**src/rtl/jtag_tap_sync.sv**
```systemverilog
// JTAG TAP controller oversampled in the core clock domain.
// Holds the IR, IDCODE, BYPASS and DMI registers and strobes the debug module.
module jtag_tap_sync #(
    parameter int                  IR_WIDTH  = 5,
    parameter logic [31:0]         IDCODE    = 32'h1BEEF001,
    parameter int                  DMI_WIDTH = 41,
    parameter logic [IR_WIDTH-1:0] IR_IDCODE = IR_WIDTH'('h01),
    parameter logic [IR_WIDTH-1:0] IR_DMI    = IR_WIDTH'('h11)
) (
    input  logic                 clk,
    input  logic                 rst,
    input  logic                 tck,
    input  logic                 tms,
    input  logic                 tdi,
    input  logic                 trst,
    output logic                 tdo,
    output logic [3:0]           tap_state,
    output logic [IR_WIDTH-1:0]  ir,
    output logic                 dmi_capture,
    input  logic [DMI_WIDTH-1:0] dmi_rdata,
    output logic                 dmi_update,
    output logic [DMI_WIDTH-1:0] dmi_wdata
);

    localparam int DR_W = (DMI_WIDTH > 32) ? DMI_WIDTH : 32;

    typedef enum logic [3:0] {
        TLR      = 4'd0,
        RTI      = 4'd1,
        SEL_DR   = 4'd2,
        CAP_DR   = 4'd3,
        SH_DR    = 4'd4,
        EX1_DR   = 4'd5,
        PAUSE_DR = 4'd6,
        EX2_DR   = 4'd7,
        UPD_DR   = 4'd8,
        SEL_IR   = 4'd9,
        CAP_IR   = 4'd10,
        SH_IR    = 4'd11,
        EX1_IR   = 4'd12,
        PAUSE_IR = 4'd13,
        EX2_IR   = 4'd14,
        UPD_IR   = 4'd15
    } state_t;

    state_t state, state_nx;

    logic tck_m, tck_s, tck_q;
    logic tms_m, tms_s;
    logic tdi_m, tdi_s;
    logic trst_m, trst_s;
    logic tck_rise, tck_fall, tap_rst;

    logic [IR_WIDTH-1:0] ir_sr;
    logic [DR_W-1:0]     dr_sr, dr_cap, dr_sh;
    logic                byp, sel_idc, sel_dmi, sel_dr, tdo_nx;

    // Two-flop synchronisers; pins are quasi-static relative to clk.
    always_ff @(posedge clk) begin
        tck_m  <= tck;
        tck_s  <= tck_m;
        tck_q  <= tck_s;
        tms_m  <= tms;
        tms_s  <= tms_m;
        tdi_m  <= tdi;
        tdi_s  <= tdi_m;
        trst_m <= trst;
        trst_s <= trst_m;
    end

    assign tck_rise  = tck_s & ~tck_q;
    assign tck_fall  = ~tck_s & tck_q;
    assign tap_rst   = rst | trst_s;
    assign tap_state = state;

    always_ff @(posedge clk) begin
        if (tap_rst)
            state <= TLR;
        else if (tck_rise)
            state <= state_nx;
    end

    always_comb begin
        state_nx = state;
        unique case (state)
            TLR:      state_nx = tms_s ? TLR    : RTI;
            RTI:      state_nx = tms_s ? SEL_DR : RTI;
            SEL_DR:   state_nx = tms_s ? SEL_IR : CAP_DR;
            CAP_DR:   state_nx = tms_s ? EX1_DR : SH_DR;
            SH_DR:    state_nx = tms_s ? EX1_DR : SH_DR;
            EX1_DR:   state_nx = tms_s ? UPD_DR : PAUSE_DR;
            PAUSE_DR: state_nx = tms_s ? EX2_DR : PAUSE_DR;
            EX2_DR:   state_nx = tms_s ? UPD_DR : SH_DR;
            UPD_DR:   state_nx = tms_s ? SEL_DR : RTI;
            SEL_IR:   state_nx = tms_s ? TLR    : CAP_IR;
            CAP_IR:   state_nx = tms_s ? EX1_IR : SH_IR;
            SH_IR:    state_nx = tms_s ? EX1_IR : SH_IR;
            EX1_IR:   state_nx = tms_s ? UPD_IR : PAUSE_IR;
            PAUSE_IR: state_nx = tms_s ? EX2_IR : PAUSE_IR;
            EX2_IR:   state_nx = tms_s ? UPD_IR : SH_IR;
            UPD_IR:   state_nx = tms_s ? SEL_DR : RTI;
        endcase
    end

    assign sel_idc = (ir == IR_IDCODE);
    assign sel_dmi = (ir == IR_DMI);
    assign sel_dr  = sel_idc | sel_dmi;

    // Shared shift register; tdi enters at the MSB of whichever view is active.
    always_comb begin
        dr_cap = dr_sr;
        dr_sh  = dr_sr >> 1;
        if (sel_dmi) begin
            dr_cap[DMI_WIDTH-1:0] = dmi_rdata;
            dr_sh[DMI_WIDTH-1]    = tdi_s;
        end else begin
            dr_cap[31:0] = IDCODE;
            dr_sh[31]    = tdi_s;
        end
    end

    always_comb begin
        tdo_nx = 1'b0;
        if (state == SH_IR)
            tdo_nx = ir_sr[0];
        else if (state == SH_DR)
            tdo_nx = sel_dr ? dr_sr[0] : byp;
    end

    always_ff @(posedge clk) begin
        if (tap_rst) begin
            ir          <= IR_IDCODE;
            ir_sr       <= '0;
            dr_sr       <= '0;
            byp         <= 1'b0;
            tdo         <= 1'b0;
            dmi_capture <= 1'b0;
            dmi_update  <= 1'b0;
            dmi_wdata   <= '0;
        end else begin
            dmi_capture <= tck_rise && state == SEL_DR && !tms_s && sel_dmi;
            dmi_update  <= tck_rise && state == UPD_DR && sel_dmi;
            if (tck_fall)
                tdo <= tdo_nx;
            if (tck_rise) begin
                case (state)
                    CAP_IR: ir_sr <= IR_WIDTH'(2'b01);
                    SH_IR:  ir_sr <= {tdi_s, ir_sr[IR_WIDTH-1:1]};
                    UPD_IR: ir    <= ir_sr;
                    CAP_DR: begin
                        if (sel_dr) dr_sr <= dr_cap;
                        else        byp   <= 1'b0;
                    end
                    SH_DR: begin
                        if (sel_dr) dr_sr <= dr_sh;
                        else        byp   <= tdi_s;
                    end
                    UPD_DR: begin
                        if (sel_dmi) dmi_wdata <= dr_sr[DMI_WIDTH-1:0];
                    end
                    default: ;
                endcase
            end
            if (state == TLR)
                ir <= IR_IDCODE;
        end
    end

endmodule

```
**config.mk**
```make
export PLATFORM = sky130hd
export DESIGN_NAME = jtag_tap_sync
export DESIGN_NICKNAME = d
export VERILOG_FILES = /design/src/rtl/jtag_tap_sync.sv
export SDC_FILE = /design/constraint.sdc
export NUM_CORES = 1
export LEC_CHECK = 0
export CAP_MARGIN = 0
export CORE_UTILIZATION = 54
export CTS_BUF_LIST = sky130_fd_sc_hd__clkbuf_16
export CTS_CLUSTER_SIZE = 10
export DETAILED_ROUTE_END_ITERATION = 7
export PLACE_DENSITY = 0.85
export SYNTH_ARGS = -nofsm -noshare
export SYNTH_HDL_FRONTEND = slang
export SYNTH_SLANG_ARGS = --single-unit
```
**constraint.sdc**
```tcl
create_clock -name clk -period 4.7 [get_ports clk]
set_input_delay 0.94 -clock clk [delete_from_list [all_inputs] [get_ports clk]]
set_output_delay 0.94 -clock clk [all_outputs]
set_load 0.01 [all_outputs]
```
==> results.sh <==
export IMPL_die_area_um2=8750
export IMPL_relSlewSlack=0.241
export IMPL_place_hpwl_mm=7.37
export IMPL_cts_sinks=109
export IMPL_globalplace_congestion=0.820
export IMPL_r2r_start="tap_state[2]"
export IMPL_worstPathCellList="nor4b_4, buf_4, o211a_2, buf_4, nand2_1, o32ai_1"
export IMPL_min_period_ns=3.24
export IMPL_whs_ns=0.332
export IMPL_drcViolationCount=0
export IMPL_path_max_fanout=50
export IMPL_drtAntennaViolNets=0
export IMPL_ys_types=52
export IMPL_hold_viol=0
export IMPL_cts_resized=0
export IMPL_syn_nets=595
export IMPL_clk_pin_slew_ns=0.07
export IMPL_place_ws_ns=1.54
export IMPL_critPathLaunch="tap_state[2]"
export IMPL_fin_nets=663
export IMPL_core_rowCount=33
export IMPL_firstDrtPassIters=6
export IMPL_peakVddDrop_mv=0.219
export IMPL_cp_arrival_ns=3.48
export IMPL_numCtsBuffers=9
export IMPL_critPathRequiredTime_ns=4.93
export IMPL_synth_edf_count=0
export IMPL_endpoint_kind="flop"
export IMPL_tns_ns=0
export IMPL_timing_worst_slew_pin_value_ns=1.14
export IMPL_reg2reg_to="dr_sr[24]"
export IMPL_p_switching_w=0.000375
export IMPL_final_cells=726
export IMPL_status="complete, no violations"
export IMPL_crit_slowest_cell="dfxtp_1"
export IMPL_synthCells=548
export IMPL_pwr_share_seq=0.515
export IMPL_syn_to_final_growth_pct=27.0
export IMPL_die_w_um=93.5
export IMPL_post_place_cells=710
export IMPL_hp_class="reg -> reg"
export IMPL_die_height_um=93.5
export IMPL_synth_ff_type="dfxtp_1"
export IMPL_dr_total_vias=4265
export IMPL_worstSetupPathType="reg -> reg"
export IMPL_skew_ns=0.00763
export IMPL_critical_path_top_delay_family="buffers and inverters"
export IMPL_portBuffers=99
export IMPL_cp_depth=6
export IMPL_grt_start_max_net_pins=62
export IMPL_yosys_warnings=0
export IMPL_clk_latency_ns=0.35
export IMPL_avgRoutedWirePerCell_um=15.9
export IMPL_postLayoutSetupSlackWorst_ns=1.46
export IMPL_ys_seq_elements=109
export IMPL_clockPowerShare=0.445
export IMPL_layout_commonest_cell="nand2_1"
export IMPL_post_cts_buffers=0
export IMPL_wl_mm=11.5
export IMPL_hold_buffers=0
export IMPL_async_flop_share=0
export IMPL_crit_path_end="dr_sr[24]"
export IMPL_p_leak_nw=1.86
export IMPL_synth_area_um2=4520
export IMPL_grt_ovfl_total=0
export IMPL_diodes=0
export IMPL_slew_viol_final=0
export IMPL_fin_crit_sh=0.690
export IMPL_vias_per_cell=5.87
export IMPL_h_tree_depth=3
export IMPL_coreArea_um2=8180
export IMPL_cts_buffer_depth=2
export IMPL_avgSynthCellArea_um2=8.26
export IMPL_clockRootBuffer="clkbuf_16"
export IMPL_reg2reg_depth=6
export IMPL_crit_path_start_kind="flop"
export IMPL_io_pins=100
export IMPL_r2r_slack_ns=1.46
export IMPL_cp_common_cell="buf_4"
export IMPL_grt_setup_unrepaired="false"
export IMPL_seq_area_frac_synth=0.482
export IMPL_cpPeakStageDelay_ns=0.79
export IMPL_final_setup_viol_count=0
export IMPL_cts_tree="built"
export IMPL_p_per_area_nw_per_um2=316
export IMPL_grt_pass1_wl_mm=18.8
export IMPL_internal_power_w=0.00144
export IMPL_drtIter0Drc=313
export IMPL_maxCapViolations=0
export IMPL_start_util=0.553
export IMPL_drive_above_1_share=0.0596
export IMPL_grt_usage=0.272
export IMPL_switching_share=0.207
export IMPL_path_buf_inv=2
export IMPL_fmax_mhz=308
export IMPL_antenna_found_initial=0
export IMPL_grt_pass1_vias=3950
export IMPL_fillCellCount=633
export IMPL_most_common_layout_cells="143 x nand2_1, 109 x dfxtp_1, 99 x clkdlybuf4s50_1"
export IMPL_pwr_share_comb=0.040
[stage by stage]
step	utilization	total power (W)	instance area, um^2
2_1_floorplan	-	0.000980	4520
3_3_place_gp	0.664	0.00103	5430
3_5_place_dp	0.664	0.00103	5430
4_1_cts	0.703	0.00182	5750
5_1_grt	0.703	0.00187	5750
6_report	0.703	0.00181	5750
[registers in the layout (all words and copies together), names as in the netlist]
name and cells:
trst_s 1, ir 5, tms_m 1, byp 1
ir_sr 5, tck_q 1, tdi_m 1, tms_s 1
trst_m 1, tdi_s 1, tdo 1, tap_state 4
tck_m 1, dmi_update 1, tck_s 1, dmi_capture 1
dmi_wdata 41, dr_sr 41
[layout make-up]
| type | count | area [um^2] | area share |
|---|---|---|---|
| clock buffers | 9 | 225 | 0.0392 |
| clock inverters | 7 | 97.6 | 0.0170 |
| flip-flops and latches | 109 | 2180 | 0.380 |
| repair buffers | 105 | 1040 | 0.180 |
| multi-input cells | 386 | 2060 | 0.358 |
| well taps | 105 | 131 | 0.0229 |
| inverters | 5 | 18.8 | 0.00327 |
[cell usage after synthesis, types with 3 or more instances]
cell type	number	area (um^2)
a211oi_1	3	22.5
a21oi_1	54	270
a311oi_1	8	70.1
a31oi_1	19	119
and2_1	4	25.0
buf_2	9	45.0
buf_6	6	67.6
clkbuf_1	28	105
clkbuf_8	3	41.3
dfxtp_1	109	2180
inv_1	4	15.0
mux2i_1	5	50.1
nand2_1	143	537
nand3_1	21	105
nand4_1	5	31.3
nor2_1	33	124
nor2b_1	5	31.3
nor3_1	9	45.0
o21ai_0	20	100
o22ai_1	9	56.3
o2bb2ai_1	8	70.1
o32ai_1	5	43.8
[worst min-delay path by stage]
stage	depth (start not counted)	end	slack (ns)	start
6_report	0	tms_s	0.33	tms_m
5_1_grt	0	tms_s	0.34	tms_m
4_1_cts	0	tms_s	0.33	tms_m
3_5_place_dp	0	tms_s	0.31	tms_m
3_3_place_gp	0	trst_s	0.31	trst_m
2_1_floorplan	0	tck_s	0.31	tck_m
[cells by family (layout without fill, tap and decap cells)]
kind of cell | Yosys count | in the layout | share of synthesized area
AOI/OAI and AO/OA | 145 | 145 | 0.209
xor gates and xnor gates | 1 | 1 | 0.00194
buffers and inverters | 53 | 126 | 0.0636
DFF | 109 | 109 | 0.482
muxes | 6 | 6 | 0.0136
and+or+nand+nor | 234 | 234 | 0.230
[per-layer routing]
metal  track usage  vias to the layer above  wire (um)
li1              -                     2048          -
met1         0.357                     1991       4840
met2         0.447                      202       5520
met3        0.0407                       24        879
met4         0.114                        0        293
met5             0                        -          0
[power by group through the flow]
stage	logic, W	registers, W	clock network (W)
after detailed placement	0.0000714	0.000955	0
after global routing	0.0000773	0.000934	0.000860
final	0.0000731	0.000933	0.000807
after CTS	0.0000725	0.000933	0.000816
after global placement	0.0000707	0.000954	0
after floorplan	0.0000288	0.000951	0
Note: power is estimated with default switching activity, not from simulation.
